===== src/rtl/fios_pkg.sv =====
// Shared types and defaults for the FIOS chain sequencer and its result buffer.
package fios_pkg;

  localparam int FIOS_W = 17;

  typedef enum logic [1:0] {
    IDLE,
    START,
    RUN,
    DONE
  } state_t;

endpackage


===== src/rtl/fios_res_buffer.sv =====
// S-word result buffer: written by core pushes, read back as b words on the next iteration.
// Zero-latency combinational read; writes past S words are dropped and flagged as overflow.
module fios_res_buffer
  import fios_pkg::*;
#(
  parameter int W = FIOS_W,
  parameter int S = 8
) (
  input  logic         clk,
  input  logic         rst_n,
  input  logic         clear,
  input  logic         wr_en,
  input  logic [W-1:0] wr_dat,
  input  logic         rd_en,
  output logic [W-1:0] rd_dat,
  output logic         full,
  output logic         overflow,
  output logic         last_slot,
  output logic         fill_ok
);

  localparam int RD_W = (S > 1) ? $clog2(S) : 1;
  localparam int WR_W = $clog2(S + 1);

  logic [W-1:0]    mem [S];
  logic [WR_W-1:0] wr_ptr;
  logic [RD_W-1:0] rd_ptr;
  logic            accept;

  assign full      = (wr_ptr == WR_W'(S));
  assign accept    = wr_en & ~full;
  assign overflow  = wr_en & full;
  assign last_slot = (wr_ptr == WR_W'(S - 1));
  // Word count as it will stand after this cycle's write, so a push coincident
  // with core done is counted before the check.
  assign fill_ok   = full | (accept & last_slot);
  assign rd_dat    = mem[rd_ptr];

  always_ff @(posedge clk or negedge rst_n) begin
    if (!rst_n) begin
      wr_ptr <= '0;
      rd_ptr <= '0;
    end else if (clear) begin
      wr_ptr <= '0;
      rd_ptr <= '0;
    end else begin
      if (accept) wr_ptr <= wr_ptr + WR_W'(1);
      if (rd_en && (rd_ptr != RD_W'(S - 1))) rd_ptr <= rd_ptr + RD_W'(1);
    end
  end

  always_ff @(posedge clk) begin
    if (accept) mem[wr_ptr[RD_W-1:0]] <= wr_dat;
  end

endmodule


===== src/rtl/fios_chain_sequencer.sv =====
// Runs a chain of FIOS multiplications r(k+1) = MM(a, r(k)) per request, feeding b from ext or buffer.
// Start 1 cycle after accept, done 1 cycle after final core done; new requests accepted only in IDLE.
module fios_chain_sequencer
  import fios_pkg::*;
#(
  parameter int W     = FIOS_W,
  parameter int S     = 8,
  parameter int CNT_W = 8
) (
  input  logic             clock_i,
  input  logic             reset_ni,
  input  logic             req_valid_i,
  output logic             req_ready_o,
  input  logic [CNT_W-1:0] req_len_i,
  input  logic [W-1:0]     ext_b_i,
  output logic             ext_b_fetch_o,
  output logic             core_start_o,
  input  logic             core_b_fetch_i,
  output logic [W-1:0]     core_b_o,
  input  logic             core_res_push_i,
  input  logic [W-1:0]     core_res_i,
  input  logic             core_done_i,
  output logic             res_valid_o,
  output logic [W-1:0]     res_o,
  output logic             res_last_o,
  output logic             busy_o,
  output logic             done_o,
  output logic [CNT_W-1:0] iter_o,
  output logic             err_o
);

  state_t           state;
  logic [CNT_W-1:0] len;
  logic [CNT_W-1:0] iter;
  logic             err;
  logic             running;
  logic             final_iter;
  logic             final_capture;
  logic             buf_full;
  logic             buf_overflow;
  logic             buf_last_slot;
  logic             buf_fill_ok;
  logic [W-1:0]     buf_rd;

  assign running       = (state == RUN);
  assign final_iter    = (iter == len - CNT_W'(1));
  assign final_capture = running & final_iter & core_res_push_i & ~buf_full;

  fios_res_buffer #(
    .W (W),
    .S (S)
  ) u_res_buffer (
    .clk       (clock_i),
    .rst_n     (reset_ni),
    .clear     (state == START),
    .wr_en     (running & core_res_push_i),
    .wr_dat    (core_res_i),
    .rd_en     (running & core_b_fetch_i),
    .rd_dat    (buf_rd),
    .full      (buf_full),
    .overflow  (buf_overflow),
    .last_slot (buf_last_slot),
    .fill_ok   (buf_fill_ok)
  );

  assign req_ready_o  = (state == IDLE);
  assign busy_o       = (state != IDLE);
  assign core_start_o = (state == START);
  assign done_o       = (state == DONE);
  assign iter_o       = iter;
  assign err_o        = err;

  // Iteration 0 consumes the external stream; later iterations replay the previous result.
  always_comb begin
    core_b_o      = '0;
    ext_b_fetch_o = 1'b0;
    if (state != IDLE) begin
      if (iter == '0) begin
        core_b_o      = ext_b_i;
        ext_b_fetch_o = running & core_b_fetch_i;
      end else begin
        core_b_o = buf_rd;
      end
    end
  end

  always_ff @(posedge clock_i or negedge reset_ni) begin
    if (!reset_ni) begin
      state       <= IDLE;
      len         <= '0;
      iter        <= '0;
      err         <= 1'b0;
      res_valid_o <= 1'b0;
      res_o       <= '0;
      res_last_o  <= 1'b0;
    end else begin
      res_valid_o <= final_capture;
      res_last_o  <= final_capture & buf_last_slot;
      if (final_capture) res_o <= core_res_i;
      if (buf_overflow || (running && core_done_i && !buf_fill_ok)) err <= 1'b1;

      case (state)
        IDLE: begin
          if (req_valid_i) begin
            len   <= (req_len_i == '0) ? CNT_W'(1) : req_len_i;
            iter  <= '0;
            err   <= 1'b0;
            state <= START;
          end
        end
        START: state <= RUN;
        RUN: begin
          if (core_done_i) begin
            if (final_iter) begin
              state <= DONE;
            end else begin
              iter  <= iter + CNT_W'(1);
              state <= START;
            end
          end
        end
        DONE:    state <= IDLE;
        default: state <= IDLE;
      endcase
    end
  end

endmodule


===== config.mk =====
export PLATFORM = sky130hd
export DESIGN_NAME = fios_chain_sequencer
export DESIGN_NICKNAME = d
export VERILOG_FILES = /design/src/rtl/fios_pkg.sv /design/src/rtl/fios_res_buffer.sv /design/src/rtl/fios_chain_sequencer.sv
export SDC_FILE = /design/constraint.sdc
export NUM_CORES = 1
export LEC_CHECK = 0
export ABC_AREA = 1
export CAP_MARGIN = 25
export CELL_PAD_IN_SITES_DETAIL_PLACEMENT = 2
export CELL_PAD_IN_SITES_GLOBAL_PLACEMENT = 2
export CORE_MARGIN = 3
export CORE_UTILIZATION = 31
export CTS_BUF_LIST = sky130_fd_sc_hd__clkbuf_16
export DETAILED_ROUTE_END_ITERATION = 7
export PLACE_DENSITY_LB_ADDON = 0.15
export SLEW_MARGIN = 0
export SYNTH_ARGS = -nofsm -noshare
export SYNTH_HDL_FRONTEND = slang
export SYNTH_HIERARCHICAL = 1
export SYNTH_SLANG_ARGS = --single-unit
export TNS_END_PERCENT = 10

===== constraint.sdc =====
create_clock -name clock_i -period 2.66 [get_ports clock_i]
set_input_delay 0.399 -clock clock_i [delete_from_list [all_inputs] [get_ports clock_i]]
set_output_delay 0.399 -clock clock_i [all_outputs]
set_load 0.05 [all_outputs]

# == Word-level counts from Yosys, hierarchy flattened ==
# Memories as Yosys holds them, arrays and structs flattened.
# Cells that the tools add are included.
# totals
ff_bits,45
latchBits,0
ram_bits,136
mem_bits_ro,0
output_inout_bits,50
wordCells,72
memories,1
# mem_list
name,words,width,rd,rd_clocked_by_memory_dff,write_ports,line,source
u_res_buffer.mem,8,17,1,0,1,fios_res_buffer.sv:25,logic [W-1:0] mem [S];
# op_classes
add_sub_neg,4
n_mul,0
div_mod_pow,0
order_cmp,0
eq_ne,10
n_shift,0
n_mux,22
bitwise,11
reduce_logical,15
# op_table
operator,n
2-to-1 mux 17 bit,2
2-to-1 mux 8 bit,4
zero test 8 bit,2
one-hot mux 8 bit (2 select lines),1
bitwise AND 1 bit,9
"adder 8 x 1 -> 8 bit, second input constant",1
equality test 8 bit,1
2-to-1 mux 4 bit,2
one-hot mux 2 bit (4 select lines),1
nonzero test 2 bit,4
"subtractor 8 x 1 -> 8 bit, second input constant",1
2-to-1 mux 1 bit,7
2-to-1 mux 2 bit,3
2-to-1 mux 3 bit,2
"!= test 2 bit, second input constant",3
"adder 4 x 1 -> 4 bit, second input constant",1
"equality test 2 bit, second input constant",2
"equality test 4 x 3 -> 1 bit, second input constant",1
"equality test 4 bit, second input constant",1
AND reduction 2 bit,2
AND reduction 4 bit,1
"adder 3 x 1 -> 3 bit, second input constant",1
logical AND 1 bit,3
"!= test 3 bit, second input constant",1
other kinds (6),6

# == Logic depth before layout (Yosys ltp) ==
# logic_depth
ltp_word,11
depth_mapped,14
ltp_nobuf,14

# == Cells and area by module ==
# Netlist, hierarchy kept.
# modules_own_cells
module,n_inst,cells_per_inst,area_each_um2,seq_area_each_um2
fios_res_buffer,1,650,6408.6,4259.1
fios_chain_sequencer,1,329,2331.0,950.9

# == Worst setup path after synthesis ==
# OpenSTA, ideal clock, no wires.
# synth_timing
kind,flip-flop to output port
start,"register iter[0], in the netlist iter_o[0]"
end,output ext_b_fetch_o
arrival_ns,2.453
t_required_ns,2.261
path_slack_ns,-0.192
stages_incl_launch_ff,7
path_buffers,1
cell_sequence,dfrtp_1 > inv_1 > ha_1 > nor3b_1 > nand2_1 > clkbuf_1 > nor3_1
# synth_via
elab_chain_cells,3
# synth_lines
element,line,source
from (decl),fios_chain_sequencer.sv:34,logic [CNT_W-1:0] iter;
from (signal assigned),fios_chain_sequencer.sv:117,iter <= iter + CNT_W'(1);
zero test 8 bit,fios_chain_sequencer.sv:78,if (iter == '0) begin
2-to-1 mux 1 bit,fios_chain_sequencer.sv:78,
2-to-1 mux 1 bit,fios_chain_sequencer.sv:77,if (state != IDLE) begin
to (decl),fios_chain_sequencer.sv:16,"output logic ext_b_fetch_o,"
# No other way between the ends.

# == Final worst setup path ==
# layout_timing
start,"register iter[6], in the netlist iter_o[6]"
end,output core_b_o[14]
# layout_via
elab_chain_cells,3
# layout_lines
element,line,source
zero test 8 bit,fios_chain_sequencer.sv:78,
2-to-1 mux 17 bit,fios_chain_sequencer.sv:78,
2-to-1 mux 17 bit,fios_chain_sequencer.sv:77,
to (decl),fios_chain_sequencer.sv:19,"output logic [W-1:0] core_b_o,"
# No other way between the ends.

==> results.toml <==
[synth]
synth-warning-count = 6
synth_cells = 979
yosysTopAreaCellShare_pct = 46.7
post_synthesis_area_per_instance_sq_um = 8.93
synth-seq-cells = 181
ys_top_cells_by_area = "edfxtp_1 47%, nand2_1 14%, dfrtp_1 13%, inv_1 7.3%, nand3_1 5.4%"
post_synth_num_cell_types = 32
netlist.top_cell.by_area = "edfxtp_1"
netlist_top_cells_count = "322 x nand2_1, 171 x inv_1, 136 x edfxtp_1"
synth.most_common_cell = "nand2_1"
ys_seq_area_share_pct = 59.6
synth.net_count = 1034
synth-async-reset-ratio_pct = 24.9
synth.cell_area_sq_um = 8740
synth_flop_cell = "edfxtp_1"
synth-edff-count = 136

[route]
drc = 0
drt_first_pass_iters = 5
wl_per_cell_um = 19.4
detailedRoute.firstIterationViolations = 285
routed-via-count = 6995
vias_per_cell = 4.74
drt-total-wl_mm = 28.5
detail-route-antenna-nets = 0

[sta]
max_transition_margin_pct = 58.2
max_clock_freq_ghz = 0.391
timing_hold_violations_final = 0
timing.hold.ws_ns = 0.483
post-route-period-util_pct = 96.0
setup_viol_count_final = 0
final.setup_skew_ns = 0.0146
final.min_clock_period_ns = 2.55
worstMarginPinSlew_ns = 0.625
slew_viol_final = 0

[worst_hold_path]
timing.hold.worst.class = "primary input to asynchronous set/reset pin"

[layout]
area_delta_synth_final_pct = 25.4
layout.nets = 1145
num-fill-cells = 3064
antenna_diodes = 0
layout-drive-gt1-share_pct = 11.4
fin_area_sq_um = 11000

[run]
drv.max_cap_violation_count = 0

[global_route]
first_global_vias = 7626
grt_pass1_wl_mm = 44.1
grt_overflow = 0
antenna_found_initial = 0
globalRouteTotalUtil_pct = 18.8
grt_max_degree = 71

[floorplan]
initial_utilization_pct = 32.0
placementRows = 60
die_w_um = 174
design.portCount = 98
die_area_sq_um = 30200
die-height_um = 174
placeableCoreArea_sq_um = 27300

[pwr]
pwr_density_cell_nw_per_um2 = 994
leakage_power_of_the_design_nw = 5.03
finalPower_w = 0.0109
vdd.ir_drop.worst_v = 0.000408

[clock_network]
clock_tree.root_cell = "clkbuf_16"
tritoncts.num_buffers = 17
cts-htree-levels = 4
cts.clk_slew.worst_paths_ns = 0.07
cts_tree = "done"
worstSkewPairLatency_ns = 0.44
clk_sink_count = 181
cts-root-to-sink-buffers = 2

[placed_design]
placer_congestion = 0.752
placed_area_sq_um = 10300
hpwlAfterDp_mm = 19.0
io_buffer_count = 97

[worst_setup_path]
worst_r2r_start = "len[0]$_DFFE_PN0P_"
critical_path.startpoint_type = "flip-flop"
critical_path.max_fanout = 18
criticalPathCategory = "flip-flop to output pin"
worstPathRequired_ns = 2.26
critPathCaptureType = "output pin"
worst_r2r_dst = "res_o[1]$_DFFE_PN0P_"
reg2reg_setup_slack_ns = 0.42
worstPathArrival_ns = 2.16
reg2regPathDepth = 11

[run_status]
result_of_the_run = "complete, no violations"
cell type report:
| class | instances | area (sq um) | area share, % |
|---|---|---|---|
| Sequential cell | 181 | 5210 | 47.6 |
| Multi-Input combinational cell | 579 | 2680 | 24.4 |
| Timing Repair Buffer | 128 | 1310 | 11.9 |
| Inverter | 183 | 701 | 6.39 |
| Tap cell | 372 | 465 | 4.25 |
| Clock buffer | 17 | 425 | 3.88 |
| Clock inverter | 15 | 173 | 1.58 |
through the flow:
stage,setup slack [ns],setup TNS (ns),utilization [%],std cells
floorplan,-0.121,-6.41,-,979
global route,-0.00732,-0.00732,40.1,1475
finish,0.106,0,40.1,1475
CTS,0.00568,0,39.8,1473
global placement,0.278,0,37.5,1440
detailed placement,0.224,0,37.5,1440
layout by cell type (no fill, tap or decap), drive strengths merged:
cell,count
clkinvlp,3
inv,192
buf,47
clkdlybuf4s50,78
bufinv,1
nand3b,1
dfrtp,45
clkbuf,19
ha,7
clkinv,2
xnor2,1
mux2,1
nand2,327
edfxtp,136
nor4,2
nor3,10
xor2,4
nor3b,4
o21ai,29
nand3,98
a21oi,6
dlygate4sd3,1
nor2,65
nand4,24
report_power, final:
part           total, W  internal [W]  switching [W]
Sequential      0.00348       0.00329       0.000192
Clock           0.00260       0.00135        0.00124
Combinational   0.00481       0.00140        0.00341
Total            0.0109       0.00604        0.00485
worst max path at each step:
stage	start	to	slack (ns)	depth (start not counted)
after floorplan	iter_o[0]$_DFFE_PN0P_	core_b_o[7]	-0.12	7
after global placement	iter_o[0]$_DFFE_PN0P_	core_b_o[1]	0.28	8
after detailed placement	iter_o[0]$_DFFE_PN0P_	core_b_o[1]	0.22	8
after CTS	u_res_buffer/rd_ptr[0]$_DFFE_PN0P_	core_b_o[11]	0.006	10
after global routing	iter_o[6]$_DFFE_PN0P_	core_b_o[8]	-0.007	6
final	iter_o[6]$_DFFE_PN0P_	core_b_o[14]	0.11	6
logic make-up after synthesis:
family / synth area share, %
AND/OR/NAND/NOR: 26.3
buffers and inverters: 10.5
flip-flops: 59.6
AO/OA/AOI/OAI: 2.00
adder cells (fa/ha/maj): 1.00
XOR/XNOR: 0.501
multiplexers: 0.129
state kept, by name (all words and copies together), names as in the netlist:
name,cells
res_valid_o,1
res_o,17
res_last_o,1
u_res_buffer/mem,136
err_o,1
u_res_buffer/wr_ptr,4
u_res_buffer/rd_ptr,3
len,8
iter_o,8
state,2
critical path, cell delays in order, from the launching register on:
cell and delay, ns:
dfrtp_1 0.49, nor4_2 0.41, nand2_2 0.16, buf_6 0.21, o21ai_0 0.21, nor2_2 0.04, buf_4 0.19
per-layer routing:
metal  share of wire, %  up-vias  global-route usage [%]  wire [um]
met5                  0        -                       0          0
met4               0.60        0                    3.99        170
met3                2.7        8                    2.34        778
met2                 48      104                    31.1      13700
met1                 49     3569                    26.5      13900
li1                   -     3314                       -          -
repair_timing:
item / in CTS / in global routing
cloned: 0 / 2
endpoints found under the setup margin: 19 / 17
endpoints found under the hold margin: 17 / 0
hold buffers: 1 / 0
gates resized for setup: 4 / 13
buffers inserted: 0 / 0
Note: power is estimated with default switching activity, not from simulation.
